==> src/rtl/e203_dsp_csa_resolve.sv <==
// Carry-save to binary resolver.
// One CW-bit adder is reused over the chunks, least significant first.
module e203_dsp_csa_resolve #(
  parameter int DW = 106,
  parameter int CW = 32
) (
  input  logic          clk,
  input  logic          rst_n,
  input  logic          i_valid,
  output logic          i_ready,
  input  logic [DW-1:0] i_c,
  input  logic [DW-1:0] i_s,
  output logic          o_valid,
  input  logic          o_ready,
  output logic [DW-1:0] o_sum,
  output logic          o_cout
);

  localparam int NCH = (DW + CW - 1) / CW;
  localparam int TW  = DW - (NCH - 1) * CW;
  localparam int KW  = (NCH > 1) ? $clog2(NCH) : 1;

  typedef enum logic [1:0] {
    IDLE,
    BUSY,
    DONE
  } st_t;

  st_t           st;
  st_t           st_nxt;
  logic [DW-1:0] c_q;
  logic [DW-1:0] s_q;
  logic [KW-1:0] k;
  logic          cy;
  logic          last;
  int            sh;
  logic [CW-1:0] ca;
  logic [CW-1:0] sa;
  logic [CW:0]   add;
  logic [DW-1:0] msk;
  logic [DW-1:0] ins;

  // Chunk slicing and the shared adder; the top chunk is
  // zero-extended because the shift brings in zeros above DW.
  always_comb begin
    sh   = CW * int'(k);
    ca   = CW'(c_q >> sh);
    sa   = CW'(s_q >> sh);
    add  = {1'b0, ca} + {1'b0, sa} + {{CW{1'b0}}, cy};
    last = (k == KW'(NCH - 1));
    msk  = DW'({CW{1'b1}}) << sh;
    ins  = DW'(add[CW-1:0]) << sh;
  end

  // State register.
  always_ff @(posedge clk or negedge rst_n) begin
    if (!rst_n) st <= IDLE;
    else        st <= st_nxt;
  end

  // Next-state logic.
  always_comb begin
    st_nxt = st;
    unique case (st)
      IDLE:    if (i_valid) st_nxt = BUSY;
      BUSY:    if (last)    st_nxt = DONE;
      DONE:    if (o_ready) st_nxt = IDLE;
      default: st_nxt = IDLE;
    endcase
  end

  // Handshake outputs decoded from state.
  always_comb begin
    i_ready = (st == IDLE);
    o_valid = (st == DONE);
  end

  // Operand capture and chunk-by-chunk result assembly.
  always_ff @(posedge clk or negedge rst_n) begin
    if (!rst_n) begin
      c_q    <= '0;
      s_q    <= '0;
      k      <= '0;
      cy     <= 1'b0;
      o_sum  <= '0;
      o_cout <= 1'b0;
    end else begin
      unique case (st)
        IDLE: begin
          if (i_valid) begin
            c_q <= i_c;
            s_q <= i_s;
            k   <= '0;
            cy  <= 1'b0;
          end
        end
        BUSY: begin
          o_sum <= (o_sum & ~msk) | ins;
          cy    <= add[CW];
          k     <= k + KW'(1);
          if (last) o_cout <= add[TW];
        end
        default: ;
      endcase
    end
  end

endmodule

==> config.mk <==
export PLATFORM = sky130hd
export DESIGN_NAME = e203_dsp_csa_resolve
export DESIGN_NICKNAME = d
export VERILOG_FILES = /design/src/rtl/e203_dsp_csa_resolve.sv
export SDC_FILE = /design/constraint.sdc
export NUM_CORES = 1
export LEC_CHECK = 0
export BUFFER_PORTS_ARGS = -buffer_cell sky130_fd_sc_hd__clkbuf_2
export CORE_MARGIN = 1
export CORE_UTILIZATION = 25
export CTS_CLUSTER_DIAMETER = 50
export DETAILED_ROUTE_END_ITERATION = 10
export GPL_TIMING_DRIVEN = 1
export SYNTH_ARGS = -nofsm -noshare
export SYNTH_HDL_FRONTEND = slang
export SYNTH_SLANG_ARGS = --single-unit
==> constraint.sdc <==
create_clock -name clk -period 3.4 [get_ports clk]
set_input_delay 0.34 -clock clk [delete_from_list [all_inputs] [get_ports clk]]
set_output_delay 0.34 -clock clk [all_outputs]
set_load 0.01 [all_outputs]
* Yosys cells after proc, flatten, opt, wreduce, memory -nomap -nowiden *
Index checks and enable logic that the tools add are counted.

cells by class
  add/subtract/negate cells = 3
  equal/unequal tests = 6
  shifts and indexed selects = 4
  multiplexer cells = 8
  bitwise logic cells = 3
  reduce and logical (&&, ||, !) cells = 6

operators with widths
  operator                  count
  $shr A106 B7 Y32          2
  $and A106 B106 Y106       1
  $not A106 Y106            1
  $or A106 B106 Y106        1
  $shl A32 B7 Y106          1
  $shl A32 B7 Y106 const A  1
  $add A32 B32 Y33          1
  $add A33 B1 Y33           1
  $mux W2                   4
  $pmux W2 S3               1
  $reduce_and A2 Y1         3
  $eq A2 B2 Y1 const B      2
  $ne A2 B2 Y1 const B      2
  $pmux W2 S2               1
  $reduce_and A3 Y1         1
  $add A2 B1 Y2 const B     1
  $eq A2 B1 Y1 const B      1
  $logic_not A2 Y1          1
  $ne A2 B1 Y1 const B      1
  $pmux W1 S2               1
  $reduce_bool A2 Y1        1
  $mux W1                   1

storage, ports and cells
  register bits = 324
  bits of input ports = 216
  word-level logic and storage cells = 37

* Logic depth before layout (Yosys ltp) *
Gate-level depths: netlist of run 1.

  depth after elaboration = 5
  depth in mapped cells = 15
  mapped depth without buffers = 12

* Least setup slack after synthesis of run 1 *
OpenSTA, ideal clock, no wires.

  path kind = register -> register
  start = reg k[0]
  end = reg o_sum[92]
  library setup time = 122 ps
  arrival = 3563 ps
  setup slack = -285 ps
  cell stages (with the launch flop) = 14
  path through = dfrtp_1 > clkbuf_1 > buf_2 > mux4_2 > fa_1 > inv_1 > fa_1 > nor2b_1 > o2111ai_2 > a21oi_2 > o21ai_2 > a21oi_2 > or4_4 > a32o_1

on the way
  word-level cells in the longest chain between the ends = 5
  elaborated cells on any way between the ends = 9
  those cells by class = 2 x add/sub; 4 x shift; 3 x bitwise

RTL lines
  element                                     line    text
  start: declaration                          33      logic [KW-1:0] k;
  start signal: assignment                    100     k <= k + KW'(1);
  $shr A106 B7 Y32, on equally long branches  47, 48
  $add A32 B32 Y33                            49      add = {1'b0, ca} + {1'b0, sa} + {{CW{1'b0}}, cy};
  $add A33 B1 Y33                             49
  $shl A32 B7 Y106                            52      ins = DW'(add[CW-1:0]) << sh;
  $or A106 B106 Y106 *                        98      o_sum <= (o_sum & ~msk) | ins;
  end signal: assignment                      98
  end: declaration                            15      output logic [DW-1:0] o_sum,

Mark *: on every way between the ends. The rest lies on a longest branch, timed or not.
A chain may end at the register's enable or synchronous reset.

* Worst setup path in the final report of run 1 *
  start = reg k[0]
  end = reg o_sum[95]

Same word-level chain as after synthesis.

==> flow_metrics.env, run 1 <==
export IMPL_status="complete, but fails checks"
export IMPL_violations="negative setup slack"
export IMPL_drt_vias_per_instance=4.68
export IMPL_synthFlopType="dfrtp_1"
export IMPL_ir_drop_v=0.000558
export IMPL_synth_seq_area_share=0.534
export IMPL_p_leak_uw=0.0115
export IMPL_comb_power_share=0.581
export IMPL_routedWlPerCell_um=19.0
export IMPL_p_switching_uw=12800
export IMPL_grtUsageTotal=0.185
export IMPL_start_util=0.252
export IMPL_grt_max_degree=116
export IMPL_htree_levels=2
export IMPL_rows=90
export IMPL_die_height_um=249
export IMPL_timing_final_hold_violations=0
export IMPL_finalWirelength_um=59100
export IMPL_overflow=0
export IMPL_gp_congestion=0.901
export IMPL_drt_iter0_drc=1075
export IMPL_drive_above_1_share=0.285
export IMPL_place_area_um2=18300
export IMPL_clkLatencyLatePin_ns=0.59
export IMPL_power_density_nw_per_um2=1240
export IMPL_synth_cells=1657
export IMPL_cpPeakStageDelay_ns=0.57
export IMPL_yosys_warnings=0
export IMPL_muxShareOfSynthArea=0.0600
export IMPL_clockRootBuffer="clkbuf_16"
export IMPL_numCtsBuffers=48
export IMPL_die_width_um=249
export IMPL_synth_simple_area_share=0.207
export IMPL_synth_edff_count=0
export IMPL_cts_tree="done"
export IMPL_tightest_slew_ns=0.955
export IMPL_max_freq_mhz=290
export IMPL_fin_area_um2=23100
export IMPL_setup_viol=14
export IMPL_final_cells=3111
export IMPL_antenna_found_initial=4
export IMPL_drc_errors=0
export IMPL_syn_area_um2=15200
export IMPL_yosys_area_top_type="dfrtp_1"
export IMPL_path_cells="buf_12, buf_12, mux4_2, ha_1, buf_4, o211ai_1, o21bai_4, o31ai_4, o21ai_2, a211oi_2, xor2_1, o21ai_0"
export IMPL_hold_class="in2reg"
export IMPL_timing_final_ws_setup_ns=-0.0439
export IMPL_synth_top_family_by_area="simple AND/OR/NAND/NOR gates"
export IMPL_crit_top_cell="buf_12"
export IMPL_cp_max_fo=9
export IMPL_area_growth_synth_to_final_pct=51.8
export IMPL_fin_crit_ns=3.44
export IMPL_synthTopCellsByCount="nand2_1, dfrtp_1, o21ai_0"
export IMPL_critPathRequiredTime_ns=3.84
export IMPL_ys_types=56
export IMPL_synth_compound_area_frac=0.123
export IMPL_synthXorXnorAreaFrac=0.0156
export IMPL_pwr_share_clk=0.181
export IMPL_crit_path_end_kind="flip-flop"
export IMPL_max_slew_margin_rel=0.364
export IMPL_swShare=0.445
export IMPL_dp_hpwl_um=39600
export IMPL_drv_cap=0
export IMPL_final_setup_skew_ns=0.0121
export IMPL_synth_top_cells_by_area="dfrtp_1, nand2_1, a22o_1"
export IMPL_synth_avg_cell_area_um2=9.17
export IMPL_worst_setup_path_type="reg2reg"
export IMPL_clk_pin_slew_worst_paths_ns=0.06
export IMPL_cts_sinks=324
export IMPL_ios=325
export IMPL_seq_power_share=0.238
export IMPL_ant_nets=0
export IMPL_portBuffers=324
export IMPL_synth_top_area_frac=0.534
export IMPL_p_int_uw=15900
export IMPL_drv_slew=0
export IMPL_worstPathArrival_ns=3.89
export IMPL_dp_cells=2771
export IMPL_dieArea_um2=61800
export IMPL_fill_cells=5804
export IMPL_reg2reg_setup_slack_ns=-0.04
export IMPL_cp_start_kind="flip-flop"
export IMPL_synth_seq_cells=324
export IMPL_vias=14600
export IMPL_grt_pass1_vias=14700
export IMPL_async_reset_ff_frac=1.00
export IMPL_crit_slowest_cell="mux4_2"
export IMPL_rsz0062_at_grt="true"
export IMPL_num_nets_final=2540
export IMPL_synth_nets=1910
export IMPL_grt_pass1_wl_um=87300
export IMPL_clock_path_buffers=3
export IMPL_pre_cts_ws_ns=-0.442
export IMPL_synthAdderAreaFrac=0.0315
export IMPL_finalCritPeriodShare=1.01
export IMPL_yosysMostFrequentCell="nand2_1"
export IMPL_firstDrtPassIters=5
export IMPL_core_um2=60200
[power groups by stage]
stage	Clock, uW	Combinational [uW]	Sequential, uW
floorplan	0	8190	6770
global placement	0	14300	6770
detailed placement	0	14500	6840
CTS	5320	15500	6810
global route	5470	18100	7050
finish	5200	16700	6830
[metrics by stage]
stage	util	TNS, ns	hold WS [ns]	power (uW)
3_3_place_gp	0.304	-10.77	0.457	21100
3_5_place_dp	0.304	-13.99	0.457	21300
6_report	0.383	-0.407	0.0138	28700
5_1_grt	0.383	-4.99	0.0168	30600
4_1_cts	0.374	-0.0823	0.00246	27600
2_1_floorplan	-	0	0.0444	15000
[sequential cells by signal (all words and copies together), names as in the netlist]
name / count
s_q: 106
k: 2
o_sum: 106
o_cout: 1
c_q: 106
cy: 1
st: 2
[final timing paths]
check / start / end / cells past startpoint
max: k[0]$_DFFE_PN0P_ / o_sum[95]$_DFFE_PN0P_ / 12
min: i_c[1] / c_q[1]$_DFFE_PN0P_ / 3
max reg2reg: k[0]$_DFFE_PN0P_ / o_sum[95]$_DFFE_PN0P_ / 12
min reg2reg: s_q[72]$_DFFE_PN0P_ / s_q[72]$_DFFE_PN0P_ / 2
max in group asynchronous: rst_n / c_q[70]$_DFFE_PN0P_ / 3
min in group asynchronous: rst_n / o_sum[3]$_DFFE_PN0P_ / 2
[worst max-delay path, delay by kind of cell, from the launching register on]
kind                       cells  cell delay, ns
AOI/OAI and AO/OA              6            1.28
xor gates and xnor gates       1            0.24
adders and majority gates      1            0.33
buffers and inverters          3            0.43
DFF                            1            0.44
muxes                          1            0.57
[cell type report]
| class | count | area (um2) | area share |
|---|---|---|---|
| Timing Repair Buffer | 676 | 5090 | 0.221 |
| Inverter | 15 | 60.1 | 0.00260 |
| Multi-Input combinational cell | 1222 | 7110 | 0.308 |
| Sequential cell | 324 | 8120 | 0.352 |
| Antenna cell | 3 | 7.51 | 0.000326 |
| Tap cell | 782 | 978 | 0.0424 |
| Clock buffer | 57 | 1290 | 0.0561 |
| Clock inverter | 32 | 407 | 0.0176 |
[cell families after synthesis]
group / count (synthesis)
mux: 66
simple gates: 811
flops: 324
xor+xnor: 27
compound gates: 277
buf+inv: 115
fa+ha+maj: 37
[repair_timing]
action,in CTS,in global routing
gates resized for setup,51,58
setup buffers,11,20
setup endpoints to repair,68,68
gates cloned,5,3
hold buffers,210,0
pin swaps,8,30
hold endpoints to repair,316,0
[per-layer routing]
layer  part of all wire  wire length, um  global-route usage
met3              0.054             3210              0.0323
met2               0.46            26900               0.289
met5            0.00022               13                   0
met1               0.45            26700               0.252
met4              0.038             2240              0.0767
[layout by cell type, fill, tap and decap left out, drive strengths merged, types with 6 or more instances in the layout]
| cell | count |
|---|---|
| inv | 28 |
| a21o | 12 |
| o21ai | 110 |
| clkbuf | 381 |
| mux4 | 20 |
| dlygate4sd3 | 210 |
| xnor2 | 11 |
| clkinv | 9 |
| o21a | 8 |
| o211ai | 6 |
| dfrtp | 324 |
| clkinvlp | 6 |
| a21oi | 40 |
| a22o | 68 |
| xor2 | 16 |
| nand4 | 11 |
| buf | 142 |
| nor2 | 24 |
| nand2 | 748 |
| nor3 | 7 |
| ha | 35 |
| mux2i | 45 |
Note: power is estimated with default switching activity, not from simulation.
==> run 2, diff against run 1 <==
CORE_UTILIZATION = 45   (was 25)
PLACE_DENSITY = 0.71   (was not set)
REMOVE_ABC_BUFFERS = 1   (was not set)
==> run 2 against run 1 <==
Against the previous run:
- the flow still finishes with violations (negative setup slack)
- sequential cell count did not move
- sequential power barely moved
- global-route usage rose by 8.3 points
- sequential share of layout area rose by 5.5 points
- via count fell by 7.8%
- critical path type unchanged
==> flow_metrics.env, run 2 (same netlist as run 1, synthesis figures left out) <==
export IMPL_antenna_found_initial=0
export IMPL_clock_path_buffers=3
export IMPL_numCtsBuffers=39
export IMPL_drt_iter0_drc=854
export IMPL_swShare=0.441
export IMPL_finalWirelength_um=46200
export IMPL_max_freq_mhz=293
export IMPL_vias=13400
export IMPL_firstDrtPassIters=7
export IMPL_cts_tree="done"
export IMPL_overflow=0
export IMPL_p_switching_uw=11300
export IMPL_dp_cells=2405
export IMPL_hold_class="in2reg"
export IMPL_fill_cells=2849
export IMPL_timing_final_hold_violations=0
export IMPL_p_leak_uw=0.0104
export IMPL_busiest_layer="met2"
export IMPL_ios=325
export IMPL_r2r_end="o_sum[60]$_DFFE_PN0P_"
export IMPL_clkLatencyLatePin_ns=0.54
export IMPL_r2r_start="k[0]$_DFFE_PN0P_"
export IMPL_place_area_um2=17700
export IMPL_register_area_um2=8120
export IMPL_finalCritPeriodShare=1.00
export IMPL_hold_start="i_s[34]"
export IMPL_pre_cts_ws_ns=-0.181
export IMPL_use_met3=0.0620
export IMPL_seq_power_share=0.266
export IMPL_drv_cap=0
export IMPL_met1_usage=0.371
export IMPL_power_density_nw_per_um2=1290
export IMPL_core_um2=32900
export IMPL_rsz0062_at_grt="true"
export IMPL_layout_commonest_cell="nand2_1"
export IMPL_cp_start_kind="flip-flop"
export IMPL_start_util=0.462
export IMPL_status="complete, but fails checks"
export IMPL_cts_sinks=324
export IMPL_final_core_util=0.607
export IMPL_gp_congestion=0.874
export IMPL_grt_pass1_vias=13300
export IMPL_htree_levels=2
export IMPL_clk_pin_slew_worst_paths_ns=0.06
export IMPL_diodes=0
export IMPL_clockRootBuffer="clkbuf_16"
export IMPL_comb_power_share=0.561
export IMPL_violations="negative setup slack"
export IMPL_grt_use_met2=0.421
export IMPL_grt_pass1_wl_um=71400
export IMPL_final_setup_skew_ns=0.0210
export IMPL_reg2reg_setup_slack_ns=-0.02
export IMPL_area_growth_synth_to_final_pct=31.2
export IMPL_p_int_uw=14300
export IMPL_timing_final_ws_setup_ns=-0.0169
export IMPL_portBuffers=324
export IMPL_pwr_share_clk=0.173
export IMPL_die_height_um=186
export IMPL_dp_hpwl_um=32100
export IMPL_ir_drop_v=0.000706
export IMPL_r2r_cells=12
export IMPL_reg_top3="c_q (106), o_sum (106), s_q (106)"
export IMPL_worst_setup_path_type="reg2reg"
export IMPL_grtUsageTotal=0.268
export IMPL_max_slew_margin_rel=0.508
export IMPL_dieArea_um2=34500
export IMPL_rows=66
export IMPL_critPathRequiredTime_ns=3.81
export IMPL_die_width_um=186
export IMPL_multiInputGateArea_um2=6910
export IMPL_worstPathArrival_ns=3.82
export IMPL_drive_above_1_share=0.272
export IMPL_drc_errors=0
export IMPL_fin_area_um2=19900
export IMPL_ant_nets=0
export IMPL_crit_path_end_kind="flip-flop"
export IMPL_routedWlPerCell_um=18.2
export IMPL_hold_depth=3
export IMPL_setup_viol=2
export IMPL_layout_common_cells="nand2_1, clkbuf_2, dfrtp_1"
export IMPL_grt_max_degree=140
export IMPL_drv_slew=0
export IMPL_num_nets_final=2313
export IMPL_tightest_slew_ns=0.737
export IMPL_drt_vias_per_instance=5.30
export IMPL_hold_path_end="s_q[34]$_DFFE_PN0P_"
export IMPL_cp_max_fo=5
export IMPL_final_cells=2533
export IMPL_fin_crit_ns=3.42
export IMPL_power_uw=25700
## run 2: changes by cell type in the layout (fill, tap and decap cells not counted), moves of 5 or more
cell / before / now
mux2i_1: 33 / 41
clkinv_2: 3 / 10
buf_4: 120 / 82
mux2i_4: 5 / 0
clkbuf_16: 49 / 41
ha_1: 25 / 35
dlygate4sd3_1: 210 / 41
buf_12: 14 / 7
ha_4: 6 / 0
## run 2: metal layers
metal  up-vias  part of all wire
li1       6324                 -
met1      6514              0.44
met2       502              0.45
met3        86             0.078
met4         0             0.025
met5         -                 0
## run 2: through the flow
step           TNS [ns]  hold WS (ns)
2_1_floorplan   -385.27        0.0444
3_3_place_gp      -2.68         0.417
3_5_place_dp      -4.82         0.424
4_1_cts         -0.0994      0.000538
5_1_grt           -2.51       0.00353
6_report        -0.0268       0.00345
## run 2: final cells by class
type / count / area share
Clock buffer: 46 / 0.0533
Clock inverter: 26 / 0.0166
Inverter: 15 / 0.00282
Multi-Input combinational cell: 1221 / 0.347
Sequential cell: 324 / 0.407
Tap cell: 442 / 0.0277
Timing Repair Buffer: 459 / 0.146
## run 2: what timing repair did
action	CTS	global route
endpoints found under the setup margin	54	59
pin swaps	22	19
gates cloned	2	3
hold endpoints to repair	128	0
hold buffers	41	0
resized for setup	28	35
setup buffers	8	2
## run 2: worst max-delay path by stage
stage	startpoint	depth (start not counted)	slack, ns	end
after floorplan	k[1]$_DFFE_PN0P_	11	-2.18	o_sum[92]$_DFFE_PN0P_
after global placement	k[0]$_DFFE_PN0P_	12	-0.13	o_sum[53]$_DFFE_PN0P_
after detailed placement	k[0]$_DFFE_PN0P_	12	-0.18	o_sum[53]$_DFFE_PN0P_
after CTS	k[0]$_DFFE_PN0P_	12	-0.03	o_sum[60]$_DFFE_PN0P_
after global routing	k[0]$_DFFE_PN0P_	13	-0.10	o_sum[63]$_DFFE_PN0P_
final	k[0]$_DFFE_PN0P_	12	-0.02	o_sum[60]$_DFFE_PN0P_
## run 2: worst max-delay path: stages, from the launching register on
cell	delay, ns
dfrtp_4	0.46
buf_8	0.13
mux4_2	0.51
fa_2	0.39
inv_2	0.07
fa_2	0.22
nor2b_2	0.06
o2111ai_4	0.29
a21oi_4	0.11
o21ai_2	0.18
a21oi_2	0.10
or4_4	0.51
a32o_1	0.26
## run 2: power by group through the flow
stage	Sequential, uW	Clock (uW)	Combinational, uW
2_1_floorplan	6980	0	7980
3_3_place_gp	6770	0	13000
3_5_place_dp	6820	0	13200
4_1_cts	6800	4490	13900
5_1_grt	7030	4660	15700
6_report	6830	4430	14400
